`src/rtl/diffeq_sequencer.sv`:
```
// Sequencer for the y'' + 3xy' + 3y = 0 iteration.
// Shares one external multiplier through a req/ack handshake.
module diffeq_sequencer #(
  parameter int WIDTH    = 16,
  parameter int MAX_ITER = 1024,
  parameter int ITER_W   = 16
) (
  input  logic              clk,
  input  logic              reset,
  input  logic              start,
  input  logic [WIDTH-1:0]  x_in,
  input  logic [WIDTH-1:0]  dx_in,
  input  logic [WIDTH-1:0]  u_in,
  input  logic [WIDTH-1:0]  y_in,
  input  logic [WIDTH-1:0]  a_in,
  output logic              mul_req,
  output logic [WIDTH-1:0]  mul_a,
  output logic [WIDTH-1:0]  mul_b,
  input  logic              mul_ack,
  input  logic [WIDTH-1:0]  mul_p,
  output logic              busy,
  output logic              done,
  output logic              timeout,
  output logic [WIDTH-1:0]  x_out,
  output logic [WIDTH-1:0]  y_out,
  output logic [WIDTH-1:0]  u_out,
  output logic [ITER_W-1:0] iter_count
);

  typedef enum logic [3:0] {
    S_IDLE,
    S_M1,
    S_M2,
    S_M3,
    S_M4,
    S_M5,
    S_UPDATE,
    S_CHECK,
    S_DONE
  } state_e;

  localparam logic [ITER_W-1:0] MaxIt = ITER_W'(MAX_ITER);
  localparam logic [WIDTH-1:0]  Three = WIDTH'(3);

  state_e state_q, state_d;

  logic [WIDTH-1:0] x_q, x_d;
  logic [WIDTH-1:0] dx_q, dx_d;
  logic [WIDTH-1:0] u_q, u_d;
  logic [WIDTH-1:0] y_q, y_d;
  logic [WIDTH-1:0] a_q, a_d;
  logic [WIDTH-1:0] t1_q, t1_d;
  logic [WIDTH-1:0] t2_q, t2_d;
  logic [WIDTH-1:0] t3_q, t3_d;
  logic [WIDTH-1:0] t4_q, t4_d;
  logic [WIDTH-1:0] t5_q, t5_d;
  logic [ITER_W-1:0] iter_q, iter_d;
  logic timeout_q, timeout_d;
  logic req_q, req_d;
  logic busy_q, busy_d;
  logic done_q, done_d;

  always_comb begin
    state_d   = state_q;
    x_d       = x_q;
    dx_d      = dx_q;
    u_d       = u_q;
    y_d       = y_q;
    a_d       = a_q;
    t1_d      = t1_q;
    t2_d      = t2_q;
    t3_d      = t3_q;
    t4_d      = t4_q;
    t5_d      = t5_q;
    iter_d    = iter_q;
    timeout_d = timeout_q;
    unique case (state_q)
      S_IDLE: begin
        if (start) begin
          x_d       = x_in;
          dx_d      = dx_in;
          u_d       = u_in;
          y_d       = y_in;
          a_d       = a_in;
          iter_d    = '0;
          timeout_d = 1'b0;
          state_d   = S_M1;
        end
      end
      S_M1: if (mul_ack) begin
        t1_d    = mul_p;
        state_d = S_M2;
      end
      S_M2: if (mul_ack) begin
        t2_d    = mul_p;
        state_d = S_M3;
      end
      S_M3: if (mul_ack) begin
        t3_d    = mul_p;
        state_d = S_M4;
      end
      S_M4: if (mul_ack) begin
        t4_d    = mul_p;
        state_d = S_M5;
      end
      S_M5: if (mul_ack) begin
        t5_d    = mul_p;
        state_d = S_UPDATE;
      end
      S_UPDATE: begin
        u_d     = u_q - t4_q - t5_q;
        y_d     = y_q + t1_q;
        x_d     = x_q + dx_q;
        iter_d  = iter_q + 1'b1;
        state_d = S_CHECK;
      end
      S_CHECK: begin
        if (x_q < a_q) begin
          if (iter_q >= MaxIt) begin
            timeout_d = 1'b1;
            state_d   = S_DONE;
          end else begin
            state_d = S_M1;
          end
        end else begin
          state_d = S_DONE;
        end
      end
      S_DONE:  state_d = S_IDLE;
      default: state_d = S_IDLE;
    endcase
  end

  // Status outputs are registered from the next state
  always_comb begin
    req_d  = (state_d inside {S_M1, S_M2, S_M3, S_M4, S_M5});
    busy_d = (state_d != S_IDLE);
    done_d = (state_d == S_DONE);
  end

  always_comb begin
    mul_a = '0;
    mul_b = '0;
    unique case (state_q)
      S_M1: begin
        mul_a = u_q;
        mul_b = dx_q;
      end
      S_M2: begin
        mul_a = Three;
        mul_b = x_q;
      end
      S_M3: begin
        mul_a = Three;
        mul_b = y_q;
      end
      S_M4: begin
        mul_a = t2_q;
        mul_b = t1_q;
      end
      S_M5: begin
        mul_a = t3_q;
        mul_b = dx_q;
      end
      default: begin
        mul_a = '0;
        mul_b = '0;
      end
    endcase
  end

  always_ff @(posedge clk or posedge reset) begin
    if (reset) begin
      state_q   <= S_IDLE;
      x_q       <= '0;
      dx_q      <= '0;
      u_q       <= '0;
      y_q       <= '0;
      a_q       <= '0;
      t1_q      <= '0;
      t2_q      <= '0;
      t3_q      <= '0;
      t4_q      <= '0;
      t5_q      <= '0;
      iter_q    <= '0;
      timeout_q <= 1'b0;
      req_q     <= 1'b0;
      busy_q    <= 1'b0;
      done_q    <= 1'b0;
    end else begin
      state_q   <= state_d;
      x_q       <= x_d;
      dx_q      <= dx_d;
      u_q       <= u_d;
      y_q       <= y_d;
      a_q       <= a_d;
      t1_q      <= t1_d;
      t2_q      <= t2_d;
      t3_q      <= t3_d;
      t4_q      <= t4_d;
      t5_q      <= t5_d;
      iter_q    <= iter_d;
      timeout_q <= timeout_d;
      req_q     <= req_d;
      busy_q    <= busy_d;
      done_q    <= done_d;
    end
  end

  assign mul_req    = req_q;
  assign busy       = busy_q;
  assign done       = done_q;
  assign timeout    = timeout_q;
  assign x_out      = x_q;
  assign y_out      = y_q;
  assign u_out      = u_q;
  assign iter_count = iter_q;

endmodule

```
`config.mk`:
```
export PLATFORM = sky130hd
export DESIGN_NAME = diffeq_sequencer
export DESIGN_NICKNAME = d
export VERILOG_FILES = /design/src/rtl/diffeq_sequencer.sv
export SDC_FILE = /design/constraint.sdc
export NUM_CORES = 1
export LEC_CHECK = 0
export CORE_MARGIN = 5
export CORE_UTILIZATION = 50
export CTS_BUF_LIST = sky130_fd_sc_hd__clkbuf_16
export DETAILED_ROUTE_END_ITERATION = 10
export PLACE_DENSITY = 0.75
export SLEW_MARGIN = 20
export SYNTH_ARGS = -nofsm -noshare
export SYNTH_HDL_FRONTEND = slang
export SYNTH_SLANG_ARGS = --single-unit
```
`constraint.sdc`:
```
create_clock -name clk -period 9.22 [get_ports clk]
set_input_delay 1.844 -clock clk [delete_from_list [all_inputs] [get_ports clk]]
set_output_delay 1.844 -clock clk [all_outputs]
set_load 0.05 [all_outputs]
```
==> flow_summary.ini, run 1 <==
[outcome]
status = complete, no violations

[final_layout]
final_common_cell = clkdlybuf4s50_1
final_cell_mix = clkdlybuf4s50_1 (199), dfrtp_1 (184), nand2_1 (129)
drive_gt1_frac = 0.107
area_delta_synth_final_pct = 26.9
nets = 1425

[job]
maxCapViolCount = 0

[timing]
min_period_ps = 5710
tightestPinTransition_ps = 1040
max_freq_mhz = 175
setup_violations = 0
skew_ps = 10.1
final.setup.tns_ps = 0
slew_headroom = 0.301
slew_violations = 0
finalCritPeriodShare = 0.619
hold_violations = 0
rsz0062_at_grt = no

[cts]
cts_resized = 0
cts_sinks = 184
numCtsBuffers = 17
cts_tree = built
htreeDepth = 4
clock_path_buffers = 2
holdBufCountCts = 0
worstSkewPairLatency_ps = 420
root_buffer = clkbuf_16
path_clk_slew_ps = 60
cts_setup_buffers = 0

[placement]
dpl.hpwl_um = 21700
io_buffers = 199
gp_congestion = 0.912

[setup_path]
timing.rr.end = t5_q[14]$_DFFE_PP0P_
cp.arrival_ps = 3860
r2r_cells = 5
end_kind = output port
cp.required_ps = 7380
worstSetupPathType = flip-flop to output port
reg2reg_from = state_q[1]$_DFF_PP0_
critPathLaunchType = flip-flop
crit_fanout = 20
rrSetupSlack_ps = 5630

[global_routing]
antenna_found_initial = 1
first_global_vias = 9034
grt_max_degree = 100
overflow = 0
grt_usage = 0.251
grt_pass1_wl_um = 48300

[yosys]
synth.distinct_cells = 59
ys_ff_latch = 184
syn_nets = 1245
synth_seq_area_share = 0.435
syn-cell-area_um2 = 10600
async_flop_share = 1.00
postSynthCellCount = 1064
avgSynthCellArea_um2 = 9.96
synth-main-ff-cell = dfrtp_1
ys.warnings.count = 0
synth_edf_count = 0

[drt]
vias = 8910
drt_pass1_iterations = 5
routed_via_density = 5.82
route.detailed.drc = 0
antenna_left = 0
drt_iter0_drc = 622
routed_wl_um = 30100
wl_per_cell_um = 19.7

[floorplanning]
start_util = 0.506
dieArea_um2 = 24200
pin_count = 200
dieHeight_um = 156
fp.dieW_um = 156
rows = 53
core_um2 = 21000

[hold_path]
hp-class = flip-flop to flip-flop
min_delay_path_depth = 2
hold_start = a_q[0]$_DFFE_PP0P_
min_to = a_q[0]$_DFFE_PP0P_
## per-stage QoR
stage	hold WS, ps	util	cells	instance area (um2)	setup slack, ps
CTS	486	0.639	1529	13400	3310
detailed placement	471	0.613	1499	12800	3780
finish	485	0.642	1531	13400	3510
global route	513	0.642	1531	13400	3320
global placement	463	0.613	1499	12800	3880
floorplan	447	-	1064	10600	2380
## cells by family after synthesis
group | Yosys count | share of synthesized area
AOI/OAI and AO/OA | 259 | 0.167
xor gates and xnor gates | 38 | 0.0314
adders and majority gates | 81 | 0.108
buffers and inverters | 123 | 0.0440
DFF | 184 | 0.435
muxes | 86 | 0.0907
and+or+nand+nor | 293 | 0.124
## cell usage after synthesis (9+ instances only)
master    number  area [um2]
clkbuf_1      35         131
nand3_1       28         140
xor2_1        14         123
ha_1          64         801
nand2_1      129         484
nor3_1        26         130
nor2_1        55         206
o21ai_0       73         365
fa_1          17         340
a222oi_1      14         140
dfrtp_1      184        4600
a21o_1        13        97.6
inv_1         78         293
a22oi_1       59         443
xnor2_1       24         210
a31oi_1       10        62.6
mux2_2        80         901
nand2b_1       9        56.3
a21oi_1       31         155
## area by class of cell
class / instances / area, um2
diodes: 1 / 2.50
clock buffers: 17 / 425
clock inverters: 13 / 130
fillers: 1735 / 7510
inverters: 78 / 298
multi-input cells: 757 / 5570
flip-flops and latches: 184 / 4600
well taps: 275 / 344
repair buffers: 206 / 2070
## worst max path at each step
stage | from | endpoint | slack, ps | cells after the start
global route | state_q[2]$_DFF_PP0_ | mul_b[3] | 3320 | 6
finish | state_q[2]$_DFF_PP0_ | mul_b[1] | 3510 | 6
detailed placement | state_q[1]$_DFF_PP0_ | mul_a[14] | 3780 | 6
global placement | state_q[1]$_DFF_PP0_ | mul_a[14] | 3880 | 6
floorplan | reset | a_q[0]$_DFFE_PP0P_ | 2380 | 1
CTS | state_q[1]$_DFF_PP0_ | mul_a[14] | 3310 | 6
## worst max-delay path: stages (launching register included)
cell and delay (ps):
dfrtp_1 730, nand2b_1 290, nor3_2 840, buf_4 420, a22oi_1 150, nand2_1 110
clkdlybuf4s50_1 880
## layer usage
metal / GRT usage / vias to the layer above / wire length [um]
li1: - / 4182 / -
met1: 0.342 / 4339 / 13000
met2: 0.397 / 335 / 13800
met3: 0.0605 / 54 / 2440
met4: 0.0875 / 0 / 877
met5: 0 / - / 0
Power of run 1 is left out: the tool's default activity adds up to more than one toggle a clock period on the data nets, which glitch-free logic cannot reach.
==> inputs of run 2 (changes only) <==
--- a/config.mk
+++ b/config.mk
@@ -6,7 +6,7 @@
 export NUM_CORES = 1
 export LEC_CHECK = 0
 export CORE_MARGIN = 5
-export CORE_UTILIZATION = 50
+export CORE_UTILIZATION = 48
 export CTS_BUF_LIST = sky130_fd_sc_hd__clkbuf_16
 export DETAILED_ROUTE_END_ITERATION = 10
 export PLACE_DENSITY = 0.75
==> constraint.sdc (replaced) <==
create_clock -name clk -period 4.7 [get_ports clk]
set_input_delay 0.94 -clock clk [delete_from_list [all_inputs] [get_ports clk]]
set_output_delay 0.94 -clock clk [all_outputs]
set_load 0.05 [all_outputs]
==> flow_summary.ini, run 2 (synthesis gave the netlist of run 1 again) <==
[placement]
dp_slack_ps = 805
dpl.hpwl_um = 22100
gp_congestion = 0.934
io_buffers = 199

[floorplanning]
dieHeight_um = 159
dieArea_um2 = 25100
pin_count = 200
fp.dieW_um = 159
start_util = 0.487
rows = 54
core_um2 = 21800

[timing]
slew_headroom = 0.236
rsz0062_at_grt = no
max_freq_mhz = 229
skew_ps = 9.34
min_period_ps = 4370
hold_violations = 0
slew_violations = 0
finalCritPeriodShare = 0.930
final.setup.tns_ps = 0
tightestPinTransition_ps = 1140
setup_violations = 0
fin_ws_ps = 328

[cts]
cts_sinks = 184
root_buffer = clkbuf_16
numCtsBuffers = 17
holdBufCountCts = 0
path_clk_slew_ps = 70
clock_path_buffers = 2
htreeDepth = 4
cts_tree = built
cts_resized = 0
worstSkewPairLatency_ps = 440
cts_setup_buffers = 0

[final_layout]
diodes = 0
seqCellArea_um2 = 4600
final_cell_mix = clkdlybuf4s50_1 (199), dfrtp_1 (184), nand2_1 (129)
multi_input_area_um2 = 5550
drive_gt1_frac = 0.111
fill_cells = 1849
area_delta_synth_final_pct = 27.2
final_common_cell = clkdlybuf4s50_1
nets = 1429
fin_util = 0.620

[hold_path]
hp-class = flip-flop to flip-flop

[global_routing]
grt_pass1_wl_um = 49100
met1_usage = 0.342
gr-usage-met3 = 0.0454
met2_usage = 0.397
antenna_found_initial = 1
overflow = 0
grt_busiest_layer = met2
first_global_vias = 9066
grt_max_degree = 77
grt_usage = 0.249

[setup_path]
cp.required_ps = 3760
cp_top_family = buffers and inverters
end_kind = output port
cp_slowest_stage_delay_ps = 820
worstSetupPathType = flip-flop to output port
crit_fanout = 17
cp.arrival_ps = 3430
cpMaxStageDelayCell = clkdlybuf4s50_1
cp_cell_sequence = nand2b_1, nor2_1, buf_4, and2_1, a222oi_1, inv_1, clkdlybuf4s50_1
path_buf_inv = 3
critPathLaunchType = flip-flop

[drt]
antenna_left = 0
drt_iter0_drc = 734
route.detailed.drc = 0
drt_pass1_iterations = 7
vias = 8899
routed_wl_um = 30600
wl_per_cell_um = 19.9
routed_via_density = 5.77

[job]
maxCapViolCount = 0

[outcome]
status = complete, no violations
-- run 2: final cells by class --
cell class | count | share of cell area
Inverter | 78 | 0.0220
Multi-Input combinational cell | 757 | 0.412
Sequential cell | 184 | 0.342
Clock inverter | 15 | 0.0112
Tap cell | 280 | 0.0260
Clock buffer | 17 | 0.0316
Timing Repair Buffer | 210 | 0.156
-- run 2: through the flow --
stage / area (um2) / hold WS [ps] / std cells
floorplan: 10600 / 447 / 1064
global placement: 12900 / 463 / 1509
detailed placement: 12900 / 483 / 1509
CTS: 13500 / 498 / 1541
global route: 13500 / 514 / 1541
finish: 13500 / 497 / 1541
-- run 2: worst paths after layout --
check                      depth (start not counted)                     to            startpoint  slack, ps
max                                                7              mul_a[14]  state_q[1]$_DFF_PP0_        330
min                                                2     a_q[0]$_DFFE_PP0P_    a_q[0]$_DFFE_PP0P_        500
max reg2reg                                       11  u_out[14]$_DFFE_PP0P_  u_out[2]$_DFFE_PP0P_       1320
min reg2reg                                        2     a_q[0]$_DFFE_PP0P_    a_q[0]$_DFFE_PP0P_        500
max in group asynchronous                          3   u_out[6]$_DFFE_PP0P_                 reset       2820
min in group asynchronous                          2     a_q[9]$_DFFE_PP0P_                 reset       1010
-- run 2: tightest hold or removal path, stage by stage (launching register included) --
cell     delay (ps)
dfrtp_1         350
nand2_1          60
nand2_1          60
-- run 2: metal layers --
layer  routed length (um)  vias up
met5                    0        -
met4                  849        0
met2                14300      314
met3                 2060       64
met1                13400     4340
li1                     -     4181
Power of run 2 is left out for the same reason.
